<file path="config.mk">
export PLATFORM = sky130hd
export DESIGN_NAME = fetch_unit
export DESIGN_NICKNAME = d
export VERILOG_FILES = /design/src/rtl/fetch_unit.sv
export SDC_FILE = /design/constraint.sdc
export NUM_CORES = 1
export LEC_CHECK = 0
export CAP_MARGIN = 20
export CORE_ASPECT_RATIO = 0.5
export CORE_MARGIN = 5
export CORE_UTILIZATION = 30
export DETAILED_ROUTE_END_ITERATION = 12
export DONT_BUFFER_PORTS = 1
export GPL_TIMING_DRIVEN = 0
export SYNTH_ARGS = -nofsm -noshare
export SYNTH_HDL_FRONTEND = slang
export SYNTH_SLANG_ARGS = --single-unit
</file>
<file path="constraint.sdc">
create_clock -name clk -period 4 [get_ports clk]
set_clock_uncertainty 0.2 [all_clocks]
set_input_delay 0.4 -clock clk [delete_from_list [all_inputs] [get_ports clk]]
set_output_delay 0.4 -clock clk [all_outputs]
set_load 0.01 [all_outputs]
</file>
<file path="src/rtl/fetch_unit.sv">
// Instruction fetch stage: owns the PC, fetches words from imem, hands {pc, inst} to the decoder.
// Latency: inst_valid_o rises 2 cycles after a request is issued to a zero-wait memory; 1 inst / 3 cycles.
// Backpressure: holds the fetched word stable while inst_ready_i=0; one request outstanding at most.
module fetch_unit #(
   parameter logic [31:0] RESET_PC = 32'h8000_0000,
   parameter logic [31:0] PC_STEP  = 32'd4
) (
   input  logic        clk,
   input  logic        rst,
   output logic        imem_req_valid_o,
   input  logic        imem_req_ready_i,
   output logic [31:0] imem_req_addr_o,
   input  logic        imem_resp_valid_i,
   input  logic [31:0] imem_resp_data_i,
   input  logic        imem_resp_err_i,
   input  logic        redirect_valid_i,
   input  logic [31:0] redirect_pc_i,
   output logic        inst_valid_o,
   input  logic        inst_ready_i,
   output logic [31:0] pc_o,
   output logic [31:0] inst_o,
   output logic        inst_err_o,
   output logic [31:0] fetch_cnt_o
);

   typedef enum logic [1:0] {
      S_REQ  = 2'd0,
      S_WAIT = 2'd1,
      S_HOLD = 2'd2
   } state_t;

   state_t      state_q, state_d;
   logic [31:0] pc_q, pc_d;
   logic        kill_q, kill_d;
   logic [31:0] inst_q, inst_d;
   logic        err_q, err_d;
   logic [31:0] cnt_q, cnt_d;
   logic [31:0] redir_pc;

   // Redirect targets are always word aligned; low bits from the branch unit are ignored.
   assign redir_pc = {redirect_pc_i[31:2], 2'b00};

   // State register with synchronous reset.
   always_ff @(posedge clk) begin
      if (rst) begin
         state_q <= S_REQ;
         pc_q    <= RESET_PC;
         kill_q  <= 1'b0;
         inst_q  <= 32'd0;
         err_q   <= 1'b0;
         cnt_q   <= 32'd0;
      end else begin
         state_q <= state_d;
         pc_q    <= pc_d;
         kill_q  <= kill_d;
         inst_q  <= inst_d;
         err_q   <= err_d;
         cnt_q   <= cnt_d;
      end
   end

   // Next-state logic: request, wait for the response (dropping killed ones), hold for the decoder.
   always_comb begin
      state_d = state_q;
      pc_d    = pc_q;
      kill_d  = kill_q;
      inst_d  = inst_q;
      err_d   = err_q;
      cnt_d   = cnt_q;
      case (state_q)
         S_REQ: begin
            if (imem_req_ready_i) begin
               state_d = S_WAIT;
               // The request already went out with the old PC; its response must be discarded.
               if (redirect_valid_i) begin
                  pc_d   = redir_pc;
                  kill_d = 1'b1;
               end
            end else if (redirect_valid_i) begin
               // Memory only samples on the handshake, so the address may change freely.
               pc_d = redir_pc;
            end
         end
         S_WAIT: begin
            if (imem_resp_valid_i) begin
               if (kill_q || redirect_valid_i) begin
                  kill_d  = 1'b0;
                  state_d = S_REQ;
                  if (redirect_valid_i) begin
                     pc_d = redir_pc;
                  end
               end else begin
                  inst_d  = imem_resp_data_i;
                  err_d   = imem_resp_err_i;
                  state_d = S_HOLD;
               end
            end else if (redirect_valid_i) begin
               pc_d   = redir_pc;
               kill_d = 1'b1;
            end
         end
         S_HOLD: begin
            // A redirect squashes the buffered word even if the decoder takes it this cycle.
            if (redirect_valid_i) begin
               pc_d    = redir_pc;
               state_d = S_REQ;
            end else if (inst_ready_i) begin
               pc_d    = pc_q + PC_STEP;
               cnt_d   = cnt_q + 32'd1;
               state_d = S_REQ;
            end
         end
         default: begin
            state_d = S_REQ;
         end
      endcase
   end

   // Outputs decode registered state only; everything reads as zero while reset is held.
   always_comb begin
      imem_req_valid_o = !rst && (state_q == S_REQ);
      imem_req_addr_o  = rst ? 32'd0 : pc_q;
      inst_valid_o     = !rst && (state_q == S_HOLD);
      pc_o             = rst ? 32'd0 : pc_q;
      inst_o           = rst ? 32'd0 : inst_q;
      inst_err_o       = !rst && err_q;
      fetch_cnt_o      = rst ? 32'd0 : cnt_q;
   end

endmodule

</file>
==> tab_implementation.tex <==
\begin{tabular}{lr}
\hline
Metric & Value \\
\hline
\multicolumn{2}{l}{\textbf{Worst setup path}} \\
Most repeated library cell on the critical path & sky130\_fd\_sc\_hd\_\_clkbuf\_1 \\
Worst setup SP type & input pin \\
Worst setup slack for register-to-register paths & 1.36 ns \\
Setup Crit Path Kind & in -> out \\
CP max stage cell & sky130\_fd\_sc\_hd\_\_clkbuf\_1 \\
Crit path max fanout & 10 \\
CP Data Required Time & 3.40 ns \\
Crit Reg-Reg Endpoint & pc\_q[30] \\
CP peak stage delay & 0.58 ns \\
Start point of the critical path & rst \\
Data arrival, critical path & 2.37 ns \\
Cell count along the critical path & 5 \\
Number of cells traversed by the worst register-to-register path & 6 \\
Buffers and inverters on the worst path & 4 \\
Launch instance of the worst register-to-register path & pc\_q[2] \\
Crit-path leading delay family & buffers and inverters \\
Crit path cell chain & clkbuf\_1 -> clkbuf\_1 -> clkbuf\_1 -> nor2b\_1 -> buf\_4 \\
Crit. End Element & output port \\
\multicolumn{2}{l}{\textbf{Placed design}} \\
Port Buf Inserts & 0 \\
Detailed-placement wirelength estimate & 14.3 mm \\
Final weighted congestion of routability-driven global placement & 0.888 \\
\multicolumn{2}{l}{\textbf{Synthesis}} \\
Most frequently used flop master after synthesis & sky130\_fd\_sc\_hd\_\_dfxtp\_1 \\
Synthesized instance count & 746 \\
Number of synthesized flops with an enable pin & 0 \\
Synth Register Bits & 98 \\
Share of synthesized area occupied by flip-flops and latches & 34.4\% \\
Number of different library cells in the post-synthesis netlist & 63 \\
Netlist area before placement & 5710 um2 \\
Synth warn & 0 \\
Share of synthesized flip-flops with an asynchronous set or reset & 0\% \\
Mapped Avg Cell Area & 7.65 um2 \\
\multicolumn{2}{l}{\textbf{Timing}} \\
Portion of the clock cycle consumed by the worst path in the final layout & 74.3\% \\
Sum Neg Setup Slack & 0 ns \\
Worst rel slew slack & 31.3\% \\
Fmax achieved & 336 MHz \\
RSZ-0062 raised after global routing & false \\
Tightest Pin Transition & 1.03 ns \\
Final-report setup violation count & 0 \\
Slew Viols, Final & 0 \\
Minimum period implied by the final worst setup slack & 2.97 ns \\
Final hold vios & 0 \\
\multicolumn{2}{l}{\textbf{Clocking}} \\
Clock network latency to the later pin of the worst-skew pair & 0.35 ns \\
Hold buffers post-CTS & 32 \\
TritonCTS clock tree & done \\
CTS clk-pin slew, worst paths & 0.08 ns \\
Clock buffers created by TritonCTS & 9 \\
Number of H-tree levels & 3 \\
Clock tree root buffer cell & sky130\_fd\_sc\_hd\_\_clkbuf\_16 \\
CTS resizes & 0 \\
Maximum number of buffers from clock root to sink & 2 \\
Setup Fix Bufs, Post-CTS & 0 \\
Sinks on Clock Net & 98 \\
\multicolumn{2}{l}{\textbf{Floorplanning}} \\
Initial cell density of the core & 30.8\% \\
Top Ports & 202 \\
Die Area & 22100 um2 \\
Area of the placeable core & 18600 um2 \\
Vertical die dimension & 108 um \\
Die W & 205 um \\
Core Rows & 35 \\
\multicolumn{2}{l}{\textbf{GRT}} \\
Total GRT Usage & 16.9\% \\
Sum of overflow across all layers after global routing & 0 \\
Number of global-route vias before repair & 5338 \\
Number of antenna violations at the first check in global routing & 0 \\
First-pass GRT wire length & 29.6 mm \\
Largest net degree at the start of global routing & 20 \\
\multicolumn{2}{l}{\textbf{Finish}} \\
Area added between synthesis and finish & 16.7\% \\
Most common cell after layout, fill and taps aside & sky130\_fd\_sc\_hd\_\_nand2\_1 \\
Number of filler cells placed in the layout & 1975 \\
Most used cells in the layout excluding fill and tap cells & 101 x sky130\_fd\_sc\_hd\_\_nand2\_1, 98 x sky130\_fd\_sc\_hd\_\_nor2b\_1, 98 x sky130\_fd\_sc\_hd\_\_dfxtp\_1 \\
Area used by multi-input combinational logic & 3260 um2 \\
Antenna fix cells & 0 \\
Sequential Area & 1960 um2 \\
Final core area utilization & 35.9\% \\
Fraction of layout cells with a size suffix above 1 & 9.91\% \\
Final nets & 865 \\
\multicolumn{2}{l}{\textbf{Route}} \\
DR DRC count & 0 \\
Detailed router's first-iteration violation count & 487 \\
Detailed-routing iteration count for the pre-antenna-repair pass & 5 \\
Post-Route WL & 19.1 mm \\
DRT antenna net count & 0 \\
Vias post-DR & 5481 \\
Wire per inst & 18.1 um \\
Per-cell via count in the routed design & 5.19 \\
\multicolumn{2}{l}{\textbf{Pwr}} \\
Portion of total power attributed to combinational logic & 11.3\% \\
Share of total power in sequential cells & 47.9\% \\
Internal power & 1.54 mW \\
Worst ir drop on vdd & 180 uV \\
Net switching power of the design & 610 uW \\
Pwr dens & 323 nW/um2 \\
Clock group share of total power & 40.7\% \\
Switching power share of the total & 28.3\% \\
Total leakage power & 2.41 nW \\
\multicolumn{2}{l}{\textbf{Job}} \\
Number of max-cap violations & 0 \\
\multicolumn{2}{l}{\textbf{Outcome}} \\
Result of the run & finished clean \\
\multicolumn{2}{l}{\textbf{Hold path}} \\
Number of cells traversed by the worst hold path & 2 \\
Hold Startpoint & redirect\_pc\_i[3] \\
Worst hold-check path type & in -> reg \\
Endpoint of the worst hold path & pc\_q[3] \\
\hline
\end{tabular}
==> worst register-to-register path, cell delays in order, from the launching register on <==
cell	delay [ns]
sky130_fd_sc_hd__dfxtp_1	0.45
sky130_fd_sc_hd__ha_1	0.26
sky130_fd_sc_hd__nand4_2	0.24
sky130_fd_sc_hd__nor4_4	0.64
sky130_fd_sc_hd__and2_1	0.36
sky130_fd_sc_hd__a21oi_1	0.11
sky130_fd_sc_hd__a311o_1	0.27
==> state kept, by name, summed over array words and instances, names as in the netlist <==
name     flops
cnt_q       32
inst_q      32
pc_q        30
state_q      2
err_q        1
kill_q       1
==> worst max-delay path by stage <==
stage | to
final | pc_o[29]
after global routing | pc_o[26]
after CTS | pc_o[26]
after detailed placement | pc_o[26]
after global placement | pc_o[26]
after floorplan | pc_o[16]
==> layer usage <==
metal	vias up	part of all wire (%)	track usage, %
li1	2641	-	-
met1	2642	46	22.6
met2	167	47	27.9
met3	31	5.2	3.49
met4	0	1.9	4.49
met5	-	0	0
==> power by group through the flow <==
| stage | Clock [mW] | Combinational (mW) | Sequential [mW] |
|---|---|---|---|
| after floorplan | 0 | 0.167 | 1.04 |
| after global placement | 0 | 0.214 | 1.05 |
| after detailed placement | 0 | 0.218 | 1.05 |
| after CTS | 0.904 | 0.244 | 1.03 |
| after global routing | 0.938 | 0.270 | 1.04 |
| final | 0.876 | 0.244 | 1.03 |
==> cells in the mapped netlist (14+ instances only) <==
cell,n,share of area [%]
sky130_fd_sc_hd__a21oi_1,65,5.7
sky130_fd_sc_hd__buf_4,35,4.6
sky130_fd_sc_hd__clkbuf_1,33,2.2
sky130_fd_sc_hd__dfxtp_1,98,34
sky130_fd_sc_hd__nand2_1,101,6.6
sky130_fd_sc_hd__nand3_1,28,2.5
sky130_fd_sc_hd__nand4_1,23,2.5
sky130_fd_sc_hd__nor2_1,58,3.8
sky130_fd_sc_hd__nor2b_1,98,11
sky130_fd_sc_hd__nor3_1,14,1.2
sky130_fd_sc_hd__o21ai_0,18,1.6
sky130_fd_sc_hd__xor2_1,17,2.6
==> cell families after synthesis <==
logic type / after synthesis / share of synthesized area [%]
other cells: 1 / 0.0657
flops: 98 / 34.4
fa+ha+maj: 2 / 0.438
simple gates: 383 / 36.2
buf+inv: 91 / 8.76
mux: 10 / 1.86
compound gates: 139 / 15.0
xor+xnor: 22 / 3.37
==> area by class of cell <==
cell class | instances | area share, %
Buffer | 84 | 7.12
Clock buffer | 9 | 3.38
Clock inverter | 7 | 1.07
Inverter | 7 | 0.394
Multi-Input combinational cell | 560 | 48.9
Sequential cell | 98 | 29.4
Tap cell | 259 | 4.86
Timing Repair Buffer | 32 | 4.81
==> metrics by stage <==
| step | std cells | setup WS (ns) | hold slack, ns | total power [mW] | instance area, um2 |
|---|---|---|---|---|---|
| after floorplan | 749 | 1.88 | 0.232 | 1.21 | 5720 |
| after global placement | 1008 | 0.997 | 0.237 | 1.27 | 6050 |
| after detailed placement | 1008 | 0.933 | 0.242 | 1.27 | 6050 |
| after CTS | 1056 | 0.952 | 0.0155 | 2.18 | 6660 |
| after global routing | 1056 | 0.836 | 0.0264 | 2.24 | 6660 |
| final | 1056 | 1.03 | 0.0222 | 2.15 | 6660 |
Note: power is estimated with default switching activity, not from simulation.
